## config.mk

```make
export PLATFORM = sky130hd
export DESIGN_NAME = sram_pixel_arbiter
export DESIGN_NICKNAME = d
export VERILOG_FILES = /design/src/rtl/sram_arb_pkg.sv /design/src/rtl/sram_pin_driver.sv /design/src/rtl/sram_pixel_arbiter.sv
export SDC_FILE = /design/constraint.sdc
export NUM_CORES = 1
export LEC_CHECK = 0
export CORE_MARGIN = 5
export CORE_UTILIZATION = 38
export CTS_BUF_LIST = sky130_fd_sc_hd__clkbuf_4 sky130_fd_sc_hd__clkbuf_8 sky130_fd_sc_hd__clkbuf_16
export CTS_CLUSTER_DIAMETER = 50
export CTS_CLUSTER_SIZE = 30
export DETAILED_ROUTE_END_ITERATION = 7
export HOLD_SLACK_MARGIN = 0.06
export PLACE_DENSITY = 0.86
export SYNTH_ARGS = -nofsm -noshare
export SYNTH_HDL_FRONTEND = slang
export SYNTH_HIERARCHICAL = 1
export SYNTH_SLANG_ARGS = --single-unit
```

## constraint.sdc

```tcl
create_clock -name clk -period 1.7 [get_ports clk]
set_clock_uncertainty 0.15 [all_clocks]
set_input_delay 0.425 -clock clk [delete_from_list [all_inputs] [get_ports clk]]
set_output_delay 0.425 -clock clk [all_outputs]
set_load 0.03 [all_outputs]
```

## src/rtl/sram_arb_pkg.sv

```systemverilog
`timescale 1ns/1ps
// sram_arb_pkg: shared types and constants for the SRAM pixel arbiter.
//   arb_state_t     - arbiter FSM states
//   *_DEFAULT       - default address/data widths and read-streak limit
//   STREAK_W        - width of the consecutive-read counter
//   STABLE_W        - width of the FIFO-head stability counter
//   stable_update() - saturating stability counter step
package sram_arb_pkg;

  localparam int ADDR_WIDTH_DEFAULT      = 17;
  localparam int DATA_WIDTH_DEFAULT      = 8;
  localparam int MAX_READ_STREAK_DEFAULT = 4;

  localparam int STREAK_W = 3;
  localparam int STABLE_W = 2;

  // Head entry is trustworthy once the counter reaches this value.
  localparam logic [STABLE_W-1:0] STABLE_READY = 2'd2;

  typedef enum logic [2:0] {
    IDLE      = 3'd0,
    RD_ADDR   = 3'd1,
    RD_WAIT   = 3'd2,
    RD_SAMPLE = 3'd3,
    WR_SETUP  = 3'd4,
    WR_PULSE  = 3'd5,
    WR_HOLD   = 3'd6
  } arb_state_t;

  // The FIFO output register lags its read pointer, so the head is only
  // considered valid after two quiet cycles (no pop, not empty).
  function automatic logic [STABLE_W-1:0] stable_update(
    input logic                clear,
    input logic [STABLE_W-1:0] cur
  );
    logic [STABLE_W-1:0] nxt;
    if (clear) begin
      nxt = {STABLE_W{1'b0}};
    end else if (cur == STABLE_READY) begin
      nxt = cur;
    end else begin
      nxt = cur + {{(STABLE_W-1){1'b0}}, 1'b1};
    end
    return nxt;
  endfunction

endpackage

```

## src/rtl/sram_pin_driver.sv

```systemverilog
`timescale 1ns/1ps
// sram_pin_driver: registered output stage for the asynchronous SRAM pins.
// Ports:
//   clk, reset            - clock, asynchronous active-high reset
//   load_addr, load_dq    - update the address / write-data registers
//   next_addr, next_dq    - values loaded on the next edge
//   next_cs_n, next_oe_n,
//   next_we_n, next_dq_oe - requested strobe levels for the next cycle
//   sram_addr, sram_dq_out, sram_dq_oe,
//   sram_cs_n, sram_oe_n, sram_we_n - registered SRAM pins
module sram_pin_driver #(
  parameter int ADDR_WIDTH = 17,
  parameter int DATA_WIDTH = 8
) (
  input  logic                  clk,
  input  logic                  reset,
  input  logic                  load_addr,
  input  logic                  load_dq,
  input  logic [ADDR_WIDTH-1:0] next_addr,
  input  logic [DATA_WIDTH-1:0] next_dq,
  input  logic                  next_cs_n,
  input  logic                  next_oe_n,
  input  logic                  next_we_n,
  input  logic                  next_dq_oe,
  output logic [ADDR_WIDTH-1:0] sram_addr,
  output logic [DATA_WIDTH-1:0] sram_dq_out,
  output logic                  sram_dq_oe,
  output logic                  sram_cs_n,
  output logic                  sram_oe_n,
  output logic                  sram_we_n
);

  logic we_n_safe_s;
  logic dq_oe_safe_s;

  // Output enable wins: a write strobe or pad drive is suppressed whenever
  // the SRAM is being asked to drive the bus, so the two can never fight.
  always_comb begin
    we_n_safe_s  = next_we_n | ~next_oe_n;
    dq_oe_safe_s = next_dq_oe & next_oe_n;
  end

  // Pin registers; reset forces every strobe inactive and the pad to input.
  always_ff @(posedge clk or posedge reset) begin
    if (reset) begin
      sram_addr   <= {ADDR_WIDTH{1'b0}};
      sram_dq_out <= {DATA_WIDTH{1'b0}};
      sram_dq_oe  <= 1'b0;
      sram_cs_n   <= 1'b1;
      sram_oe_n   <= 1'b1;
      sram_we_n   <= 1'b1;
    end else begin
      if (load_addr) begin
        sram_addr <= next_addr;
      end else begin
        sram_addr <= sram_addr;
      end
      if (load_dq) begin
        sram_dq_out <= next_dq;
      end else begin
        sram_dq_out <= sram_dq_out;
      end
      sram_dq_oe <= dq_oe_safe_s;
      sram_cs_n  <= next_cs_n;
      sram_oe_n  <= next_oe_n;
      sram_we_n  <= we_n_safe_s;
    end
  end

endmodule

```

## src/rtl/sram_pixel_arbiter.sv

```systemverilog
`timescale 1ns/1ps
// sram_pixel_arbiter: arbitrates the external 8-bit asynchronous SRAM between
// buffered CPU pixel writes (FIFO read port) and video pixel reads. Reads win
// unless MAX_READ_STREAK reads have gone by while a write was ready.
// Ports:
//   clk, reset                       - clock, asynchronous active-high reset
//   fifo_addr, fifo_data, fifo_empty - FIFO head entry and empty flag
//   fifo_pop                         - FIFO rd_en, high in the grant cycle
//   vid_req, vid_addr                - pixel read request / address
//   vid_data, vid_valid              - read result and its one-cycle strobe
//   sram_*                           - registered SRAM pins
module sram_pixel_arbiter
  import sram_arb_pkg::*;
#(
  parameter int ADDR_WIDTH      = ADDR_WIDTH_DEFAULT,
  parameter int DATA_WIDTH      = DATA_WIDTH_DEFAULT,
  parameter int MAX_READ_STREAK = MAX_READ_STREAK_DEFAULT
) (
  input  logic                  clk,
  input  logic                  reset,
  input  logic [ADDR_WIDTH-1:0] fifo_addr,
  input  logic [DATA_WIDTH-1:0] fifo_data,
  input  logic                  fifo_empty,
  output logic                  fifo_pop,
  input  logic                  vid_req,
  input  logic [ADDR_WIDTH-1:0] vid_addr,
  output logic [DATA_WIDTH-1:0] vid_data,
  output logic                  vid_valid,
  output logic [ADDR_WIDTH-1:0] sram_addr,
  output logic [DATA_WIDTH-1:0] sram_dq_out,
  output logic                  sram_dq_oe,
  input  logic [DATA_WIDTH-1:0] sram_dq_in,
  output logic                  sram_cs_n,
  output logic                  sram_oe_n,
  output logic                  sram_we_n
);

  localparam logic [STREAK_W-1:0] STREAK_LIMIT = STREAK_W'(MAX_READ_STREAK);
  localparam logic [STREAK_W-1:0] STREAK_ONE   = {{(STREAK_W-1){1'b0}}, 1'b1};

  arb_state_t          state_r;
  logic [STREAK_W-1:0] streak_r;
  logic [STABLE_W-1:0] stable_r;

  logic                  wr_ready_s;
  logic                  grant_rd_s;
  logic                  grant_wr_s;
  logic                  load_addr_s;
  logic                  load_dq_s;
  logic [ADDR_WIDTH-1:0] next_addr_s;
  logic [DATA_WIDTH-1:0] next_dq_s;
  logic                  next_cs_n_s;
  logic                  next_oe_n_s;
  logic                  next_we_n_s;
  logic                  next_dq_oe_s;

  // IDLE arbitration: reads first, but a ready write is forced through once
  // the read streak has reached its limit.
  always_comb begin
    wr_ready_s = (stable_r == STABLE_READY);
    grant_rd_s = 1'b0;
    grant_wr_s = 1'b0;
    if (state_r == IDLE) begin
      if (vid_req && (!wr_ready_s || (streak_r < STREAK_LIMIT))) begin
        grant_rd_s = 1'b1;
      end else if (wr_ready_s) begin
        grant_wr_s = 1'b1;
      end else begin
        grant_rd_s = 1'b0;
        grant_wr_s = 1'b0;
      end
    end else begin
      grant_rd_s = 1'b0;
      grant_wr_s = 1'b0;
    end
  end

  // The pop must land in the same cycle as the grant so the stability
  // counter sees it early enough to re-qualify the head before the next IDLE.
  assign fifo_pop = grant_wr_s;

  // Pin levels for the next cycle, derived from the state being entered.
  // The write entry is captured straight into the pin registers at the grant
  // and simply held through the rest of the write.
  always_comb begin
    load_addr_s  = 1'b0;
    load_dq_s    = 1'b0;
    next_addr_s  = vid_addr;
    next_dq_s    = fifo_data;
    next_cs_n_s  = 1'b1;
    next_oe_n_s  = 1'b1;
    next_we_n_s  = 1'b1;
    next_dq_oe_s = 1'b0;
    case (state_r)
      IDLE: begin
        if (grant_rd_s) begin
          load_addr_s = 1'b1;
          next_addr_s = vid_addr;
          next_cs_n_s = 1'b0;
          next_oe_n_s = 1'b0;
        end else if (grant_wr_s) begin
          load_addr_s  = 1'b1;
          load_dq_s    = 1'b1;
          next_addr_s  = fifo_addr;
          next_dq_s    = fifo_data;
          next_cs_n_s  = 1'b0;
          next_dq_oe_s = 1'b1;
        end else begin
          load_addr_s = 1'b0;
          load_dq_s   = 1'b0;
        end
      end
      RD_ADDR, RD_WAIT: begin
        next_cs_n_s = 1'b0;
        next_oe_n_s = 1'b0;
      end
      WR_SETUP: begin
        next_cs_n_s  = 1'b0;
        next_we_n_s  = 1'b0;
        next_dq_oe_s = 1'b1;
      end
      WR_PULSE: begin
        next_cs_n_s  = 1'b0;
        next_dq_oe_s = 1'b1;
      end
      default: begin
        next_cs_n_s = 1'b1;
      end
    endcase
  end

  // Arbiter FSM, read streak, head-stability counter and read-result regs.
  always_ff @(posedge clk or posedge reset) begin
    if (reset) begin
      state_r   <= IDLE;
      streak_r  <= {STREAK_W{1'b0}};
      stable_r  <= {STABLE_W{1'b0}};
      vid_data  <= {DATA_WIDTH{1'b0}};
      vid_valid <= 1'b0;
    end else begin
      stable_r  <= stable_update(fifo_pop | fifo_empty, stable_r);
      vid_valid <= 1'b0;
      vid_data  <= vid_data;
      case (state_r)
        IDLE: begin
          if (grant_rd_s) begin
            state_r <= RD_ADDR;
            if (streak_r != STREAK_LIMIT) begin
              streak_r <= streak_r + STREAK_ONE;
            end else begin
              streak_r <= streak_r;
            end
          end else if (grant_wr_s) begin
            state_r  <= WR_SETUP;
            streak_r <= {STREAK_W{1'b0}};
          end else begin
            state_r <= IDLE;
          end
        end
        RD_ADDR: state_r <= RD_WAIT;
        // Data is sampled after two cycles of oe_n low, so vid_data and
        // vid_valid are presented during RD_SAMPLE itself.
        RD_WAIT: begin
          state_r   <= RD_SAMPLE;
          vid_data  <= sram_dq_in;
          vid_valid <= 1'b1;
        end
        RD_SAMPLE: state_r <= IDLE;
        WR_SETUP:  state_r <= WR_PULSE;
        WR_PULSE:  state_r <= WR_HOLD;
        WR_HOLD:   state_r <= IDLE;
        default:   state_r <= IDLE;
      endcase
    end
  end

  sram_pin_driver #(
    .ADDR_WIDTH (ADDR_WIDTH),
    .DATA_WIDTH (DATA_WIDTH)
  ) u_pin_driver (
    .clk         (clk),
    .reset       (reset),
    .load_addr   (load_addr_s),
    .load_dq     (load_dq_s),
    .next_addr   (next_addr_s),
    .next_dq     (next_dq_s),
    .next_cs_n   (next_cs_n_s),
    .next_oe_n   (next_oe_n_s),
    .next_we_n   (next_we_n_s),
    .next_dq_oe  (next_dq_oe_s),
    .sram_addr   (sram_addr),
    .sram_dq_out (sram_dq_out),
    .sram_dq_oe  (sram_dq_oe),
    .sram_cs_n   (sram_cs_n),
    .sram_oe_n   (sram_oe_n),
    .sram_we_n   (sram_we_n)
  );

endmodule

```

; ---- Word level (Yosys, flattened, before mapping)
; Cells that the tools add are included.
[op_classes]
bitwise = 4
reduce_logical = 9
order_cmp = 1
muxes = 29
add_sub_neg = 2
n_eq_ne = 8
[op_table]
columns = operator, count
row1 = $mux 17, 3
row2 = $mux 1, 15
row3 = $mux 3, 5
row4 = $pmux 3 s5, 1
row5 = $eq 3x3->1 const B, 2
row6 = $pmux 1 s2, 3
row7 = $mux 2, 2
row8 = $ne 2x1->1 const B, 2
row9 = $reduce_or 2->1, 2
row10 = $reduce_or 4->1, 1
row11 = $add 3x1->3 const B, 1
row12 = $eq 3x1->1 const B, 1
row13 = $eq 3x2->1 const B, 1
row14 = $logic_not 3->1, 1
row15 = $lt 3x3->1 const B, 1
row16 = $ne 3x3->1 const B, 1
row17 = $reduce_and 3->1, 1
row18 = $add 2x1->2 const B, 1
row19 = $eq 2x2->1 const B, 1
row20 = $or 1x1->1, 2
row21 = $reduce_bool 2->1, 1
row22 = $and 1x1->1, 1
row23 = $logic_and 1x1->1, 1
row24 = $logic_not 1->1, 1
row25 = other kinds (2), 2
[totals]
ff_bits = 46
out_inout_bits = 39
input_bits = 54

; ---- Longest topological paths before layout
; Gate-level depths: netlist (run 1).
[logic_depth]
ltp_word = 10
depth_mapped = 8
ltp_nobuf = 5

; ---- Cells and area by module
; Netlist (run 1), hierarchy kept.
[modules_own_cells]
columns = mod, area_per_inst_um2, instances, cells_per_inst, seq_area_each_um2
row1 = sram_pin_driver, 1101.1, 1, 60, 729.4
row2 = sram_pixel_arbiter, 1091.0, 1, 90, 425.4

; ---- Worst setup path before layout (run 1)
; No wires, ideal clock.
[synth_timing]
path_type = register -> register
startpoint = register state_r[2]
endpoint = register u_pin_driver.sram_dq_out[0]
slack_ns = -0.120
n_path_buf = 2
stages_incl_launch_ff = 7
arrival_ns = 1.545
path_cell_list = dfrtp_1 > nor3_4 > nand3_2 > buf_6 > inv_1 > buf_2 > mux2_2
[synth_via]
elab_chain_len = 5
[synth_lines]
columns = element, line_no
row1 = from (decl), sram_pixel_arbiter.sv:41  ; arb_state_t state_r;
row2 = from (signal assigned), sram_pixel_arbiter.sv:135  ; state_r <= IDLE;
row3 = from (signal assigned), sram_pixel_arbiter.sv:147  ; state_r <= RD_ADDR;
row4 = from (signal assigned), sram_pixel_arbiter.sv:154  ; state_r <= WR_SETUP;
row5 = $logic_not 3->1 (*), "sram_pixel_arbiter.sv:63, sram_pixel_arbiter.sv:94"
row6 = $mux 1, sram_pixel_arbiter.sv:63  ; if (state_r == IDLE) begin
row7 = $mux 1, sram_pixel_arbiter.sv:101  ; end else if (grant_wr_s) begin
row8 = $mux 1, sram_pixel_arbiter.sv:96  ; if (grant_rd_s) begin
row9 = $mux 1 (*), sram_pixel_arbiter.sv:94  ; case (state_r)
row10 = named net load_dq_s, sram_pixel_arbiter.sv:49  ; logic load_dq_s;
row11 = to (signal assigned), sram_pin_driver.sv:47  ; sram_dq_out <= {DATA_WIDTH{1'b0}};
row12 = to (signal assigned), sram_pin_driver.sv:59  ; sram_dq_out <= next_dq;
row13 = to (signal assigned), sram_pin_driver.sv:61  ; sram_dq_out <= sram_dq_out;
row14 = to (decl), sram_pin_driver.sv:26  ; output logic [DATA_WIDTH-1:0] sram_dq_out,
; Mark *: on every way through the listed nets, which the timed path passes. The rest lies on a longest branch.
; A chain may end at the register's enable or synchronous reset.

; ---- Final worst setup path (run 1)
[layout_timing]
startpoint = register state_r[2]
endpoint = register u_pin_driver.sram_addr[4]
[layout_via]
elab_chain_len = 5
[layout_lines]
columns = element, line_no
row1 = $logic_not 3->1 (*), "sram_pixel_arbiter.sv:63, sram_pixel_arbiter.sv:94"
row2 = $mux 1, sram_pixel_arbiter.sv:63
row3 = $mux 17, sram_pixel_arbiter.sv:101
row4 = $mux 17, sram_pixel_arbiter.sv:96
row5 = $mux 17 (*), sram_pixel_arbiter.sv:94
row6 = named net next_addr_s[4], sram_pixel_arbiter.sv:50  ; logic [ADDR_WIDTH-1:0] next_addr_s;
row7 = to (signal assigned), sram_pin_driver.sv:46  ; sram_addr <= {ADDR_WIDTH{1'b0}};
row8 = to (signal assigned), sram_pin_driver.sv:54  ; sram_addr <= next_addr;
row9 = to (signal assigned), sram_pin_driver.sv:56  ; sram_addr <= sram_addr;
row10 = to (decl), sram_pin_driver.sv:25  ; output logic [ADDR_WIDTH-1:0] sram_addr,
; Marked as above.

==> impl_metrics.ini, run 1 <==
[outcome]
status = finished, violations left
violations = negative setup slack

[final_layout]
fill_cells = 456
antenna_cells = 0
syn_to_final_growth_pct = 59.6
finalCoreUtilization = 0.632
multi_input_area_mm2 = 0.00100
nets = 318
layout.area.seq_mm2 = 0.00116
drive_gt1_frac = 0.374
final_area_mm2 = 0.00350

[clocking]
cts_tree = built
insertion_delay_ns = 0.29
cts.sinks = 46
cts_buffers = 5
htreeDepth = 2
clkTransAtPathRegs_ns = 0.09
cts.path.max_buffers = 2
cts-root-buf = clkbuf_8

[sta]
setup_tns_ns = -4.01
rsz0062_at_grt = yes
worstMarginPinSlew_ns = 0.387
hold_slack_ns = 0.310
hold_viol = 0
slew_headroom = 0.740
finalCriticalPeriod_ns = 1.93
finalSetupViolCount = 26
fmax_mhz = 519
period_share = 1.13
slew_violations = 0
fin_ws_ns = -0.227

[logic_synthesis]
ys_seq_area_frac = 0.527
synthDistinctLibCells = 31
synth_seq_cells = 46
syn-num-nets = 207
postSynthAreaPerCell_um2 = 14.6
ys_async_sr_fraction = 1.00
ys_dominant_reg_cell = dfrtp_1
synth_edf_count = 0
postSynthCellCount = 150
syn-cell-area_mm2 = 0.00219
ys_warn_count = 6

[worst_hold_path]
hold_path_class = input port to async pin

[setup_path]
required_ns = 1.74
crit_type = register to register
path_delay_family = multiplexers
cp_max_fo = 11
cp_common_cell = mux2_4
path_buf_inv = 2
crit_path_max_incr_delay_ns = 0.43
endpoint_kind = register
critical_path.cell_chain = nor3_4 -> nand3_4 -> buf_4 -> buf_12 -> mux2_4 -> mux2_4
crit_slowest_cell = dfrtp_2
crit_path_start_kind = register
crit_arrival_ns = 1.97

[die]
rows = 27
die_w_um = 86.0
dieArea_mm2 = 0.00739
start_util = 0.396
pin_count = 93
coreArea_mm2 = 0.00554
die_y_um = 86.0

[route]
postRouteAntennaNets = 0
first_pass_iters = 2
drc = 0
drt-vias-per-instance = 4.72
num_vias = 1577
drtIter0Drc = 33
wire_per_inst_um = 15.7
wirelength_mm = 5.25

[placed_design]
gp_congestion = 0.785
place_area_mm2 = 0.00336
numPortBuffers = 92
hpwl_mm = 3.85

[run]
max-cap-violations = 0

[pwr]
power.density_mw_per_mm2 = 1730
leakagePower_uw = 0.00163
irDropWorstVdd_v = 0.00127

[global_route]
grt_use_total = 0.149
grt_pass1_wl_mm = 8.73
antenna_found_initial = 0
grt_pass1_vias = 1738
grt_overflow = 0
grt_start_max_net_pins = 30
timing repair:
| action | in CTS | in global routing |
|---|---|---|
| gates cloned | 1 | 0 |
| setup buffers | 3 | 2 |
| pin swaps | 0 | 1 |
| hold buffers | 0 | 0 |
| gates resized for setup | 45 | 15 |
| endpoints found under the setup margin | 61 | 42 |
layer usage:
metal,part of all wire,global-route usage,vias to the layer above
met5,0,0,-
met4,0.0044,0.0345,0
met3,0.076,0.0509,4
met2,0.51,0.254,57
met1,0.41,0.180,765
li1,-,-,751
cell usage after synthesis, types with 2 or more instances:
cell type   n  area, um^2
nor2_1      2        7.51
dfstp_2     3        78.8
dfrtp_1    43        1080
nor3_1      2        10.0
nand2b_1    2        12.5
buf_6       3        33.8
mux2_2     26         293
a21boi_0    2        15.0
ha_1        3        37.5
and2_1      2        12.5
nand2_1     2        7.51
mux2_4     26         390
buf_2       3        15.0
o21ai_0     6        30.0
inv_1       8        30.0
a31oi_1     2        12.5
power by group:
part	internal (uW)	switching (uW)
logic	1720	1760
registers	1630	274
clock network	301	357
total	3660	2390
flip-flops by register name, summed over array words and instances, names as in the netlist:
name                      cells
stable_r                      2
state_r                       3
streak_r                      3
u_pin_driver/sram_addr       17
u_pin_driver/sram_cs_n        1
u_pin_driver/sram_dq_oe       1
u_pin_driver/sram_dq_out      8
u_pin_driver/sram_oe_n        1
u_pin_driver/sram_we_n        1
vid_data                      8
vid_valid                     1
worst min-delay path: cells and delay by family:
| kind | cells | cell delay [ns] |
|---|---|---|
| buf+inv | 3 | 0.70 |
cell type report:
cell class / instances / share of cell area
Sequential cell: 46 / 0.330
Timing Repair Buffer: 112 / 0.319
Multi-Input combinational cell: 88 / 0.287
Tap cell: 72 / 0.0257
Clock buffer: 6 / 0.0218
Inverter: 8 / 0.0132
Clock inverter: 2 / 0.00286
worst paths after layout:
path,from,end,slack (ns),cells after the start
setup / recovery,state_r[2],u_pin_driver/sram_addr[4],-0.23,6
hold / removal,reset,vid_data[3],0.31,3
setup reg to reg,state_r[2],u_pin_driver/sram_addr[4],-0.23,6
hold reg to reg,vid_data[7],vid_data[7],0.35,1
max in group asynchronous,reset,u_pin_driver/sram_oe_n,0.83,3
min in group clk,vid_data[7],vid_data[7],0.35,1
cell usage in the layout, fill, tap and decap left out, types with 3 or more instances in the layout:
master	Yosys	routed
dlygate4sd2_1	0	32
mux2_4	26	34
mux2_2	26	18
inv_1	8	6
dfstp_2	3	3
buf_12	1	5
o21ai_0	6	6
clkdlybuf4s15_1	0	4
clkdlybuf4s50_1	0	52
clkbuf_8	0	5
dfrtp_1	43	42
buf_4	0	17
logic make-up (layout without fill, tap and decap cells):
kind of cell	Yosys count	in the layout	share of synthesized area
buffers and inverters	16	128	0.0468
AOI/OAI and AO/OA	16	16	0.0468
DFF	46	46	0.527
muxes	52	52	0.312
adders and majority gates	3	3	0.0171
xor gates and xnor gates	1	1	0.00400
and+or+nand+nor	16	16	0.0468
metrics by stage:
| stage | cells | setup slack [ns] | total power [uW] |
|---|---|---|---|
| after floorplan | 150 | -0.0821 | 4100 |
| after global placement | 323 | -0.464 | 5450 |
| after detailed placement | 323 | -0.496 | 5560 |
| after CTS | 334 | -0.225 | 6040 |
| after global routing | 334 | -0.290 | 6430 |
| final | 334 | -0.227 | 6050 |
(Power assumes the default switching activity.)
==> run 2: changes to the inputs <==
--- a/config.mk
+++ b/config.mk
@@ -12,7 +12,7 @@
 export CTS_CLUSTER_SIZE = 30
 export DETAILED_ROUTE_END_ITERATION = 7
 export HOLD_SLACK_MARGIN = 0.06
-export PLACE_DENSITY = 0.86
+export PLACE_DENSITY = 0.83
 export SYNTH_ARGS = -nofsm -noshare
 export SYNTH_HDL_FRONTEND = slang
 export SYNTH_HIERARCHICAL = 1
==> constraint.sdc (replaced) <==
create_clock -name clk -period 2.05 [get_ports clk]
set_clock_uncertainty 0.15 [all_clocks]
set_input_delay 0.5125 -clock clk [delete_from_list [all_inputs] [get_ports clk]]
set_output_delay 0.5125 -clock clk [all_outputs]
set_load 0.03 [all_outputs]
==> run 2 against run 1 <==
Core utilization fell by 2.0 points. Highest routed layer unchanged. First-iteration DRC count grew 39%. Total power shrank 19%. The flow now finishes without violations.
==> impl_metrics.ini, run 2 (synthesis gave the netlist of run 1 again) <==
[setup_path]
crit_path_start_kind = register
crit_path_max_incr_delay_ns = 0.67
path_buf_inv = 1
path_delay_family = buffers and inverters
crit_arrival_ns = 1.33
crit_slowest_cell = clkdlybuf4s50_1
required_ns = 1.39
endpoint_kind = output pin
cp_max_fo = 2
crit_type = register to output pin
critical_path.cell_chain = clkdlybuf4s50_1

[sta]
slew_headroom = 0.745
finalCriticalPeriod_ns = 1.99
setup_tns_ns = 0
worstMarginPinSlew_ns = 0.379
hold_slack_ns = 0.356
rsz0062_at_grt = yes
period_share = 0.970
finalSetupViolCount = 0
fin_ws_ns = 0.0605
slew_violations = 0
hold_viol = 0
fmax_mhz = 503

[clocking]
clkTransAtPathRegs_ns = 0.08
cts.path.max_buffers = 2
htreeDepth = 2
cts.sinks = 46
cts_tree = built
cts_buffers = 5
cts-root-buf = clkbuf_8
insertion_delay_ns = 0.29
postCtsHoldBufs = 0

[placed_design]
dpl.cell_count = 318
dp_slack_ns = -0.207
gp_congestion = 0.727
hpwl_mm = 3.76
numPortBuffers = 92

[pwr]
power_uw = 4910
p_sw_uw = 1900
irDropWorstVdd_v = 0.000762
pwr-share-seq = 0.325
power.density_mw_per_mm2 = 1450
leakagePower_uw = 0.00158
p_int_uw = 3010
p_clk_frac = 0.111
swShare = 0.388
p_comb_frac = 0.563

[final_layout]
top_register = u_pin_driver/sram_addr
layout.cells.non_filler = 327
drive_gt1_frac = 0.329
antenna_cells = 0
largest_reg_flops = 17
multi_input_area_um2 = 950
syn_to_final_growth_pct = 54.7
fill_cells = 460
final_common_cell = clkdlybuf4s50_1
layout.area.seq_mm2 = 0.00116
nets = 311
mostFrequentLayoutCells = clkdlybuf4s50_1 (78), dfrtp_1 (42), mux2_2 (26), mux2_4 (26), buf_4 (10)
reg.largest.list = u_pin_driver/sram_addr (17), u_pin_driver/sram_dq_out (8), vid_data (8)

[route]
drc = 0
first_pass_iters = 4
wirelength_mm = 4.87
num_vias = 1519
drtIter0Drc = 46
drt-vias-per-instance = 4.65
postRouteAntennaNets = 0
wire_per_inst_um = 14.9

[global_route]
grt_pass1_vias = 1636
antenna_found_initial = 0
grt_use_total = 0.136
grt_start_max_net_pins = 30
grt_overflow = 0
grt_pass1_wl_mm = 8.02

[worst_hold_path]
hold_path_class = register to register

[die]
die_w_um = 86.0
dieArea_mm2 = 0.00739
pin_count = 93
rows = 27
coreArea_mm2 = 0.00554
start_util = 0.396
die_y_um = 86.0

[run]
max-cap-violations = 0

[outcome]
status = finished, final reports clean
-- run 2: per-stage QoR --
| step | cell area (um^2) | util |
|---|---|---|
| after floorplan | 2190 | - |
| after global placement | 3260 | 0.588 |
| after detailed placement | 3260 | 0.588 |
| after CTS | 3360 | 0.606 |
| after global routing | 3390 | 0.612 |
| final | 3390 | 0.612 |
-- run 2: final cells by class --
cell class | instances | area share
inverters | 8 | 0.00886
multi-input cells | 88 | 0.280
clock inverters | 2 | 0.00406
repair buffers | 105 | 0.317
clock buffers | 6 | 0.0225
well taps | 72 | 0.0266
flip-flops and latches | 46 | 0.341
-- run 2: path summary, 6_finish.rpt --
check / depth (start not counted) / slack, ns / end / start
setup / recovery: 1 / 0.06 / sram_dq_out[2] / u_pin_driver/sram_dq_out[2]
hold / removal: 1 / 0.36 / vid_data[1] / vid_data[1]
setup reg to reg: 5 / 0.23 / u_pin_driver/sram_addr[6] / state_r[2]
hold reg to reg: 1 / 0.36 / vid_data[1] / vid_data[1]
max in group asynchronous: 3 / 0.98 / u_pin_driver/sram_cs_n / reset
min in group asynchronous: 3 / 0.40 / vid_valid / reset
-- run 2: per-layer routing --
layer	GRT usage	routed length, um	vias to the layer above
li1	-	-	732
met3	0.0490	384	6
met2	0.218	2340	58
met5	0	0	-
met1	0.175	2100	723
met4	0.0345	46	0
-- run 2: what timing repair did --
item | in CTS | in global routing
gates resized for setup | 7 | 12
setup buffers | 1 | 0
setup endpoints to repair | 4 | 10
endpoints found under the hold margin | 0 | 0
pin swaps | 0 | 0
-- run 2: power by group through the flow --
stage	logic (uW)	registers, uW	clock network, uW
global route	2950	1660	616
finish	2770	1600	547
detailed placement	2800	1620	0
global placement	2740	1600	0
floorplan	1020	2320	0
CTS	2810	1600	576
